--- src/rtl/score_bcd_counter_pkg.sv ---
// Shared types and constants for the BCD score counter.
package score_pkg;

  localparam int unsigned DIGITS_DEFAULT = 4;
  localparam int unsigned PEND_W = 4;
  localparam logic [PEND_W-1:0] PEND_ONE = PEND_W'(1);

  typedef enum logic {
    IDLE,
    ADD
  } state_t;

  // Score awarded per clear event; out-of-range line counts award nothing.
  function automatic logic [PEND_W-1:0] points(input logic [2:0] lines);
    logic [PEND_W-1:0] p;
    p = '0;
    case (lines)
      3'd1:    p = PEND_W'(1);
      3'd2:    p = PEND_W'(3);
      3'd3:    p = PEND_W'(5);
      3'd4:    p = PEND_W'(8);
      default: p = '0;
    endcase
    return p;
  endfunction

endpackage

--- src/rtl/score_bcd_counter_bcd_digit_inc.sv ---
// One BCD digit of a ripple incrementer: adds carry_in, wraps 9 to 0.
module bcd_digit_inc (
  input  logic [3:0] digit_in,
  input  logic       carry_in,
  output logic [3:0] digit_out,
  output logic       carry_out
);

  always_comb begin
    digit_out = digit_in;
    carry_out = 1'b0;
    if (carry_in) begin
      if (digit_in == 4'd9) begin
        digit_out = '0;
        carry_out = 1'b1;
      end else begin
        digit_out = digit_in + 4'd1;
      end
    end
  end

endmodule

--- src/rtl/score_bcd_counter.sv ---
// Serial BCD score accumulator with high-score register and ready/valid intake.
module score_bcd_counter
  import score_pkg::*;
#(
  parameter int unsigned DIGITS = DIGITS_DEFAULT
) (
  input  logic                  clk,
  input  logic                  rst,
  input  logic                  clear_valid,
  input  logic [2:0]            clear_lines,
  output logic                  clear_ready,
  input  logic                  new_game,
  output logic [4*DIGITS-1:0]   score_bcd,
  output logic [4*DIGITS-1:0]   high_bcd,
  output logic                  saturated
);

  localparam logic [4*DIGITS-1:0] NINES = {DIGITS{4'h9}};

  state_t              state;
  logic [PEND_W-1:0]   pending;
  logic [4*DIGITS-1:0] score_q;
  logic [4*DIGITS-1:0] high_q;
  logic                sat_q;
  logic [4*DIGITS-1:0] score_inc;
  logic [DIGITS:0]     carry;
  logic                accept;
  logic [PEND_W-1:0]   evt_points;

  assign carry[0] = 1'b1;

  for (genvar k = 0; k < DIGITS; k++) begin : g_digit
    bcd_digit_inc u_inc (
      .digit_in  (score_q[4*k +: 4]),
      .carry_in  (carry[k]),
      .digit_out (score_inc[4*k +: 4]),
      .carry_out (carry[k+1])
    );
  end

  assign clear_ready = (state == IDLE) && !rst;
  assign accept      = clear_valid && clear_ready && !new_game;
  assign evt_points  = points(clear_lines);

  always_ff @(posedge clk) begin
    if (rst) begin
      state   <= IDLE;
      pending <= '0;
      score_q <= '0;
      high_q  <= '0;
      sat_q   <= 1'b0;
    end else if (new_game) begin
      high_q  <= (score_q > high_q) ? score_q : high_q;
      score_q <= '0;
      pending <= '0;
      sat_q   <= 1'b0;
      state   <= IDLE;
    end else begin
      case (state)
        IDLE: begin
          if (accept && (evt_points != '0)) begin
            pending <= evt_points;
            state   <= ADD;
          end
        end
        ADD: begin
          // At all nines the score freezes; pending still drains so timing is unchanged.
          if (score_q != NINES) begin
            score_q <= score_inc;
            sat_q   <= (score_inc == NINES);
          end
          pending <= pending - PEND_ONE;
          if (pending == PEND_ONE) state <= IDLE;
        end
        default: state <= IDLE;
      endcase
    end
  end

  assign score_bcd = score_q;
  assign high_bcd  = high_q;
  assign saturated = sat_q;

endmodule

--- config.mk ---
export PLATFORM = sky130hd
export DESIGN_NAME = score_bcd_counter
export DESIGN_NICKNAME = d
export VERILOG_FILES = /design/src/rtl/score_bcd_counter_pkg.sv /design/src/rtl/score_bcd_counter_bcd_digit_inc.sv /design/src/rtl/score_bcd_counter.sv
export SDC_FILE = /design/constraint.sdc
export NUM_CORES = 1
export LEC_CHECK = 0
export ABC_AREA = 1
export BUFFER_PORTS_ARGS = -buffer_cell sky130_fd_sc_hd__buf_2
export CAP_MARGIN = 20
export CORE_ASPECT_RATIO = 1.25
export CORE_MARGIN = 5
export CORE_UTILIZATION = 32
export DETAILED_ROUTE_END_ITERATION = 8
export PLACE_DENSITY = 0.58
export RECOVER_POWER = 100
export SYNTH_ARGS = -nofsm -noshare
export SYNTH_HDL_FRONTEND = slang
export SYNTH_SLANG_ARGS = --single-unit
--- constraint.sdc ---
create_clock -name clk -period 2.1 [get_ports clk]
set_input_delay 0.42 -clock clk [delete_from_list [all_inputs] [get_ports clk]]
set_output_delay 0.42 -clock clk [all_outputs]
set_load 0.02 [all_outputs]
==> impl_metrics.ini, run 1 <==
[setup_path]
endpoint_kind = flop
worstSetupPathType = reg -> reg
critPathMaxStageDelay_ps = 390
reg2reg_depth = 7
worstPathCellList = clkbuf_1, nand2_1, nor2_2, nand2_2, o21ai_4, nor2_1, a211oi_1
cp-start-kind = flop
crit_arrival_ps = 2080
r2r_setup_slack_ps = 230
cp_slowest_cell = o21ai_4
r2r-end = score_bcd[13]$_SDFFE_PP0P_
worst-endpoint-required_ps = 2300
r2r-start = score_bcd[11]$_SDFFE_PP0P_
worstPathMaxFanout = 17

[synth]
ys_types = 31
yosys.area_share.simple = 0.335
synth_area_per_cell_um2 = 6.63
synth_edf_count = 0
synthMuxAreaShare = 0
syn-cell-area_um2 = 2420
yosysWarningCount = 0
synth_adder_area_share = 0.0931
yosys.area.top_type_share = 0.314
ys.flop_type = dfxtp_1
yosysSeqAreaShare = 0.314
synth_most_common_cell = nand2_1
synth_seq_cells = 38
synthTopCellsByCount = 83 x nand2_1, 43 x nor2_1, 39 x a21oi_1
synth-compound-area-share = 0.157
synthCells = 365
synth_top_family_by_area = simple AND/OR/NAND/NOR gates
yosysTopAreaCell = dfxtp_1
yosys-top-cells-area = dfxtp_1 31%, nand2_1 13%, ha_1 9.3%
syn_nets = 390
synthXorXnorAreaFrac = 0.00724
async_flop_share = 0

[sta]
worst_slew_pin_slew_ps = 556
period_share = 0.891
fin_skew_ps = 5.80
tns_ps = 0
rsz0062_at_grt = false
slew_viol_final = 0
setup_viol_count_final = 0
fmax_ghz = 0.534
timing.slew.headroom = 0.629
final_hold_viol_count = 0
finalCriticalPeriod_ps = 1870

[clock_tree]
cts.sinks = 38
cts_root_buf = clkbuf_8
cts_tree = built
clk_path_buf_depth = 2
path_clk_slew_ps = 80
cts_buffers = 5
ctsHoldBuffers = 0
clock_latency_ps = 290
cts_setup_buffers = 0
cts_resized = 0
htreeDepth = 2

[detailed_routing]
postRouteAntennaNets = 0
routed-via-count = 2483
drtIter0Drc = 112
wl_per_cell_um = 12.8
routed_via_density = 4.85
drt-total-wl_mm = 6.57
drt_pass1_iterations = 4
drc = 0

[outcome]
status = finished, final reports clean

[global_routing]
grt_pass1_vias = 2343
antenna_found_initial = 0
grt_usage = 0.147
grt-ovfl-total = 0
grt_pass1_wl_mm = 11.2
grt_max_degree = 21

[flow_run]
drv_cap = 0

[floorplan]
start_util = 0.329
core_region_area_um2 = 7360
die_area_um2 = 9410
row_count = 35
io_pins = 41
dieWidth_um = 87.8
die_h_um = 107

[worst_hold_path]
worstHoldStart = clear_lines[1]
hold_depth = 3
hp-class = in -> reg
min_to = pending[2]$_SDFFE_PP0P_

[cells_and_area]
final_cell_count_no_fill = 512
drive_above_1_share = 0.133
fin_nets = 444
antennaDiodeCount = 0
area_delta_synth_final_pct = 19.4

[power]
ir_drop_v = 0.000690
p_per_area_nw_per_um2 = 943
leakagePower_uw = 0.00115

[place]
dp.final_hpwl_mm = 5.16
gp_congestion = 0.830
io_buffers = 40
placed_cells_incl_taps = 504
## critical path: cells and delay by family, from the launching register on
family	cells	cell delay, ps
AND/OR/NAND/NOR	4	560
AO/OA/AOI/OAI	2	580
buffers and inverters	1	290
flip-flops	1	360
## final cells by class
cell class | instances | area (um^2)
fill | 811 | 4470
timing repair buffer | 59 | 310
clock inverter | 2 | 12.5
tap | 92 | 115
inverter | 45 | 169
multi-input combinational | 270 | 1440
clock buffer | 6 | 82.6
sequential | 38 | 761
## per-layer routing
metal  track usage  vias to the layer above  wire, um
met2         0.252                       56      3220
met5             0                        -         0
li1              -                     1306         -
met1         0.189                     1117      2960
met4        0.0384                        0        55
met3        0.0254                        4       327
## kinds of logic after synthesis
logic type,count (synthesis)
buffers and inverters,57
AND/OR/NAND/NOR,180
flip-flops,38
adder cells (fa/ha/maj),18
AO/OA/AOI/OAI,70
XOR/XNOR,2
## report_power, final
part           switching [uW]  internal, uW
logic                     822           490
clock network             274           264
registers                66.8           810
total                    1160          1560
## state kept, by name, indices dropped and copies added, names as in the netlist
signal and flops:
high_bcd 16, pending 4, saturated 1, score_bcd 16, state 1
## through the flow
stage / util / cell area, um^2 / total power, uW / hold slack, ps / worst slack, ps
final: 0.393 / 2890 / 2730 / 447 / 228
after global routing: 0.393 / 2890 / 2940 / 461 / 19.9
after CTS: 0.399 / 2930 / 2760 / 443 / 156
after detailed placement: 0.386 / 2840 / 2220 / 476 / 169
after global placement: 0.386 / 2840 / 2190 / 473 / 202
after floorplan: - / 2420 / 1780 / 457 / 244
## worst max-delay path by stage
stage | start | end | slack [ps] | cells after the start
after floorplan | score_bcd[0]$_SDFFE_PP0P_ | high_bcd[10]$_SDFFE_PP0P_ | 240 | 9
after global placement | high_bcd[15]$_SDFFE_PP0P_ | high_bcd[10]$_SDFFE_PP0P_ | 200 | 10
after detailed placement | high_bcd[15]$_SDFFE_PP0P_ | high_bcd[9]$_SDFFE_PP0P_ | 170 | 10
after CTS | high_bcd[15]$_SDFFE_PP0P_ | high_bcd[9]$_SDFFE_PP0P_ | 160 | 10
after global routing | score_bcd[11]$_SDFFE_PP0P_ | score_bcd[3]$_SDFFE_PP0P_ | 20 | 10
final | score_bcd[11]$_SDFFE_PP0P_ | score_bcd[13]$_SDFFE_PP0P_ | 230 | 7
## layout by cell type (no fill, tap or decap)
| cell | synthesis | layout |
|---|---|---|
| a211oi_1 | 2 | 2 |
| a21oi_1 | 39 | 39 |
| a31oi_1 | 5 | 4 |
| a31oi_2 | 0 | 1 |
| buf_12 | 0 | 1 |
| buf_2 | 4 | 7 |
| buf_4 | 0 | 17 |
| clkbuf_1 | 6 | 34 |
| clkbuf_8 | 0 | 6 |
| clkinv_2 | 0 | 1 |
| clkinvlp_4 | 0 | 1 |
| dfxtp_1 | 38 | 38 |
| ha_1 | 18 | 18 |
| inv_1 | 38 | 38 |
| inv_2 | 7 | 7 |
| nand2_1 | 83 | 83 |
| nand2_2 | 4 | 4 |
| nand2_8 | 1 | 1 |
| nand3_1 | 30 | 30 |
| nand3b_1 | 1 | 1 |
| nand4_1 | 4 | 4 |
| nor2_1 | 43 | 44 |
| nor2_2 | 4 | 3 |
| nor2_4 | 4 | 4 |
| nor3_1 | 3 | 2 |
| nor3_2 | 1 | 2 |
| nor3b_1 | 1 | 1 |
| nor4_1 | 1 | 1 |
| o211ai_1 | 1 | 1 |
| o21a_1 | 1 | 1 |
| o21ai_0 | 18 | 18 |
| o21ai_1 | 2 | 2 |
| o21ai_4 | 1 | 1 |
| o22ai_1 | 1 | 1 |
| xor2_1 | 2 | 2 |
Power figures use the tool's default switching activity.
==> run 2, diff against run 1 <==
--- a/config.mk
+++ b/config.mk
@@ -9,10 +9,9 @@
 export BUFFER_PORTS_ARGS = -buffer_cell sky130_fd_sc_hd__buf_2
 export CAP_MARGIN = 20
 export CORE_ASPECT_RATIO = 1.25
-export CORE_MARGIN = 5
-export CORE_UTILIZATION = 32
+export CORE_UTILIZATION = 46
 export DETAILED_ROUTE_END_ITERATION = 8
-export PLACE_DENSITY = 0.58
+export PLACE_DENSITY = 0.75
 export RECOVER_POWER = 100
 export SYNTH_ARGS = -nofsm -noshare
 export SYNTH_HDL_FRONTEND = slang
==> run 2 against run 1 <==
  * First-iteration DRC count is 6.3% lower
  * Register-to-register slack worse by 40 ps
  * Critical path depth stayed put
  * Highest routed layer unchanged
  * Clock skew is 8.8 ps higher
  * Fmax is 2.3% lower
  * Cell area is 2.8% lower
  * Power is 2.4% higher
  * Clock power is 16% higher
  * Critical endpoint is now high_bcd[9]$_SDFFE_PP0P_
  * Largest power group unchanged
  * Sequential power is 0.5% lower
  * Combinational power hardly changed
==> impl_metrics.ini, run 2 (synthesized netlist as in run 1, its figures left out) <==
[outcome]
status = finished, final reports clean

[cells_and_area]
fin_nets = 437
final_cell_count_no_fill = 475
drive_above_1_share = 0.109
antennaDiodeCount = 0
nFillCells = 553
area_delta_synth_final_pct = 16.1
most-common-layout-cells = 85 x nand2_1, 44 x nor2_1, 39 x a21oi_1
final_common_cell = nand2_1

[sta]
fin_skew_ps = 14.6
timing.slew.headroom = 0.609
tns_ps = 0
rsz0062_at_grt = false
fin_ws_ps = 183
setup_viol_count_final = 0
finalCriticalPeriod_ps = 1920
fmax_ghz = 0.522
timing.hold.ws_ps = 432
final_hold_viol_count = 0
slew_viol_final = 0
period_share = 0.913
worst_slew_pin_slew_ps = 586

[clock_tree]
cts_buffers = 5
cts_setup_buffers = 0
cts_tree = built
path_clk_slew_ps = 80
clock_latency_ps = 300
clk_path_buf_depth = 2
htreeDepth = 2
cts.sinks = 38
cts_root_buf = clkbuf_8

[flow_run]
drv_cap = 0

[worst_hold_path]
hp-class = in -> reg

[floorplan]
start_util = 0.476
dieWidth_um = 66.9
row_count = 29
die_h_um = 83.1
die_area_um2 = 5560
io_pins = 41
core_region_area_um2 = 5080

[setup_path]
endpoint_kind = flop
crit_arrival_ps = 2100
worstPathMaxFanout = 24
worst-endpoint-required_ps = 2280
worstSetupPathType = reg -> reg
cp-start-kind = flop
r2r_setup_slack_ps = 180

[global_routing]
grt_pass1_wl_mm = 10.0
antenna_found_initial = 0
grt_pass1_vias = 2225
grt_usage = 0.233
grt_max_degree = 25
grt-ovfl-total = 0

[power]
leakagePower_uw = 0.00112
ir_drop_v = 0.000505
p_per_area_nw_per_um2 = 994

[place]
gp_congestion = 0.883
io_buffers = 40
pre_cts_ws_ps = 114
placed_cells_incl_taps = 467
dp.final_hpwl_mm = 4.58

[detailed_routing]
postRouteAntennaNets = 0
wl_per_cell_um = 12.9
drtIter0Drc = 105
routed-via-count = 2512
drt-total-wl_mm = 6.12
drt_pass1_iterations = 4
drc = 0
routed_via_density = 5.29
## run 2: changes by cell type in the layout (fill, tap and decap cells not counted), sizes merged
cell / change
buf: -7
bufinv: +1
clkbuf: +1
clkinv: -1
clkinvlp: -1
## run 2: final cells by class
type                       count  area, um^2  share of cell area
sequential                    38         761               0.271
inverter                      45         169              0.0601
clock buffer                   7        76.3              0.0272
clock inverter                 1        30.0              0.0107
tap                           62        77.6              0.0276
timing repair buffer          52         260              0.0927
multi-input combinational    270        1440               0.511
## run 2: repair_timing
action	in CTS	in global routing
gates resized for setup	0	1
setup endpoints to repair	0	15
hold buffers	0	0
## run 2: path summary, 6_finish.rpt
check	cells past startpoint	start	endpoint
worst min register to register	2	saturated$_SDFFE_PP0P_	saturated$_SDFFE_PP0P_
worst max register to register	7	score_bcd[15]$_SDFFE_PP0P_	high_bcd[9]$_SDFFE_PP0P_
worst max-delay path	7	score_bcd[15]$_SDFFE_PP0P_	high_bcd[9]$_SDFFE_PP0P_
worst min-delay path	3	clear_lines[1]	pending[2]$_SDFFE_PP0P_
## run 2: power by group
part	internal, uW	switching (uW)	total (uW)
Clock	356	269	625
Combinational	473	820	1290
Sequential	810	62.9	873
## run 2: critical path, stage by stage, from the launching register on
cell	delay, ps
dfxtp_1	370
ha_1	350
nand4_1	160
nor3_2	270
a31oi_2	160
buf_4	250
a21oi_1	180
nor2_1	70
## run 2: per-layer routing
metal | share of wire | vias to the layer above | GRT usage
met5 | 0 | - | 0
met3 | 0.048 | 9 | 0.0371
li1 | - | 1289 | -
met1 | 0.45 | 1156 | 0.295
met4 | 0.017 | 0 | 0.0812
met2 | 0.49 | 58 | 0.389
## run 2: metrics by stage
step	power [uW]	cell area, um^2	util
finish	2790	2810	0.553
detailed placement	2180	2750	0.541
global route	2990	2810	0.553
CTS	2800	2850	0.562
floorplan	1780	2420	-
global placement	2150	2750	0.541
==> run 3, diff against run 2 <==
==> constraint.sdc (replaced) <==
create_clock -name clk -period 2.1 [get_ports clk]
set_input_delay 0 -clock clk [delete_from_list [all_inputs] [get_ports clk]]
set_output_delay 0 -clock clk [all_outputs]
set_load 0.02 [all_outputs]
==> run 3 against run 2 <==
  * Critical path depth is 1 higher
  * Count of clock-buffer cells in the layout did not move
  * Wire length fell by 2.0%
  * Fmax grew 1.3%
  * Core utilization is 0.22 points lower
  * Sequential share of layout area up 0.11 points
  * Via count decreased by 1.6%
  * Combinational power barely moved
  * Cell area is 0.40% lower
  * Critical path type unchanged
  * Critical endpoint is now high_bcd[11]$_SDFFE_PP0P_
  * Largest power group unchanged
  * Highest routed layer unchanged
==> impl_metrics.ini, run 3 (synthesized netlist as in run 1, its figures left out) <==
[setup_path]
worstPathMaxFanout = 24
cp-start-kind = flop
worst-endpoint-required_ps = 2280
r2r_setup_slack_ps = 210
worstSetupPathType = reg -> reg
reg2reg_depth = 8
crit_arrival_ps = 2070
r2r-start = high_bcd[15]$_SDFFE_PP0P_
endpoint_kind = flop
r2r-end = high_bcd[11]$_SDFFE_PP0P_

[cells_and_area]
antennaDiodeCount = 0
fin_nets = 438
fin_area_um2 = 2800
area_delta_synth_final_pct = 15.6
most-common-layout-cells = 84 x nand2_1, 44 x nor2_1, 39 x inv_1, 39 x a21oi_1, 38 x dfxtp_1
drive_above_1_share = 0.111
final_common_cell = nand2_1
nFillCells = 522

[floorplan]
core_region_area_um2 = 5080
io_pins = 41
start_util = 0.476
dieWidth_um = 66.9
row_count = 29
die_area_um2 = 5560
die_h_um = 83.1

[place]
gp_congestion = 0.865
pre_cts_ws_ps = 76.0
io_buffers = 40
dpl-instance-area_um2 = 2760
dp.final_hpwl_mm = 4.52

[detailed_routing]
routed-via-count = 2473
drtIter0Drc = 126
routed_via_density = 5.20
postRouteAntennaNets = 0
drt_pass1_iterations = 4
wl_per_cell_um = 12.6
drc = 0
drt-total-wl_mm = 5.99

[clock_tree]
clock_latency_ps = 290
htreeDepth = 2
cts.sinks = 38
cts_root_buf = clkbuf_8
cts_tree = built
path_clk_slew_ps = 80
clk_path_buf_depth = 2
cts_buffers = 5
ctsHoldBuffers = 0

[sta]
fin_skew_ps = 7.49
period_share = 0.901
slew_viol_final = 0
setup_viol_count_final = 0
fmax_ghz = 0.529
rsz0062_at_grt = false
worst_slew_pin_slew_ps = 577
timing.slew.headroom = 0.615
fin_ws_ps = 208
tns_ps = 0
finalCriticalPeriod_ps = 1890
final_hold_viol_count = 0
timing.hold.ws_ps = 23.7

[power]
leakagePower_uw = 0.00112
total_power_uw = 2680
ir_drop_v = 0.000424
p_per_area_nw_per_um2 = 958

[worst_hold_path]
min_to = pending[2]$_SDFFE_PP0P_
worstHoldStart = clear_lines[1]
hp-class = in -> reg
hold_depth = 3

[global_routing]
grt_pass1_wl_mm = 9.86
grt-ovfl-total = 0
grt_pass1_vias = 2151
antenna_found_initial = 0
grt_usage = 0.230
grt_max_degree = 25

[outcome]
status = finished, final reports clean

[flow_run]
drv_cap = 0
==> run 3: how the worst max path moves through the flow <==
stage                                      endpoint  cells past startpoint                  startpoint
final                     high_bcd[11]$_SDFFE_PP0P_                      8   high_bcd[15]$_SDFFE_PP0P_
after detailed placement   high_bcd[7]$_SDFFE_PP0P_                      8   high_bcd[15]$_SDFFE_PP0P_
after floorplan           high_bcd[10]$_SDFFE_PP0P_                      9   score_bcd[0]$_SDFFE_PP0P_
after global placement     high_bcd[7]$_SDFFE_PP0P_                      7  score_bcd[15]$_SDFFE_PP0P_
after global routing       high_bcd[7]$_SDFFE_PP0P_                      8   high_bcd[15]$_SDFFE_PP0P_
after CTS                  high_bcd[7]$_SDFFE_PP0P_                      8   high_bcd[15]$_SDFFE_PP0P_
==> run 3: what timing repair did <==
action,4_1_cts,5_1_grt
resized for setup,0,1
buffers inserted,0,0
setup endpoints to repair,0,12
==> run 3: critical path: stages, from the launching register on <==
cell,delay [ps]
dfxtp_1,360
inv_1,60
ha_1,320
nand4_1,150
nor3_2,230
a31oi_1,170
buf_4,250
a21oi_1,170
nor2_1,60
==> run 3: routing by layer <==
layer | track usage | part of all wire | up-vias
li1 | - | - | 1285
met1 | 0.295 | 0.45 | 1119
met2 | 0.381 | 0.50 | 65
met3 | 0.0398 | 0.046 | 4
met4 | 0.0793 | 0.0080 | 0
met5 | 0 | 0 | -
==> run 3: where the power goes <==
group / internal [uW] / total (uW) / switching (uW)
clock network: 265 / 525 / 260
logic: 468 / 1280 / 811
registers: 810 / 875 / 65.2
==> run 3: area by class of cell <==
| type | instances | area (um^2) | area share |
|---|---|---|---|
| clock buffer | 7 | 86.3 | 0.0309 |
| inverter | 45 | 169 | 0.0604 |
| timing repair buffer | 53 | 268 | 0.0957 |
| sequential | 38 | 761 | 0.272 |
| tap | 62 | 77.6 | 0.0277 |
| multi-input combinational | 270 | 1430 | 0.512 |
| clock inverter | 1 | 5.00 | 0.00179 |
==> run 3: stage by stage <==
step / utilization / std cells
after floorplan: - / 365
after global placement: 0.542 / 468
after detailed placement: 0.542 / 468
after CTS: 0.560 / 476
after global routing: 0.551 / 476
final: 0.551 / 476
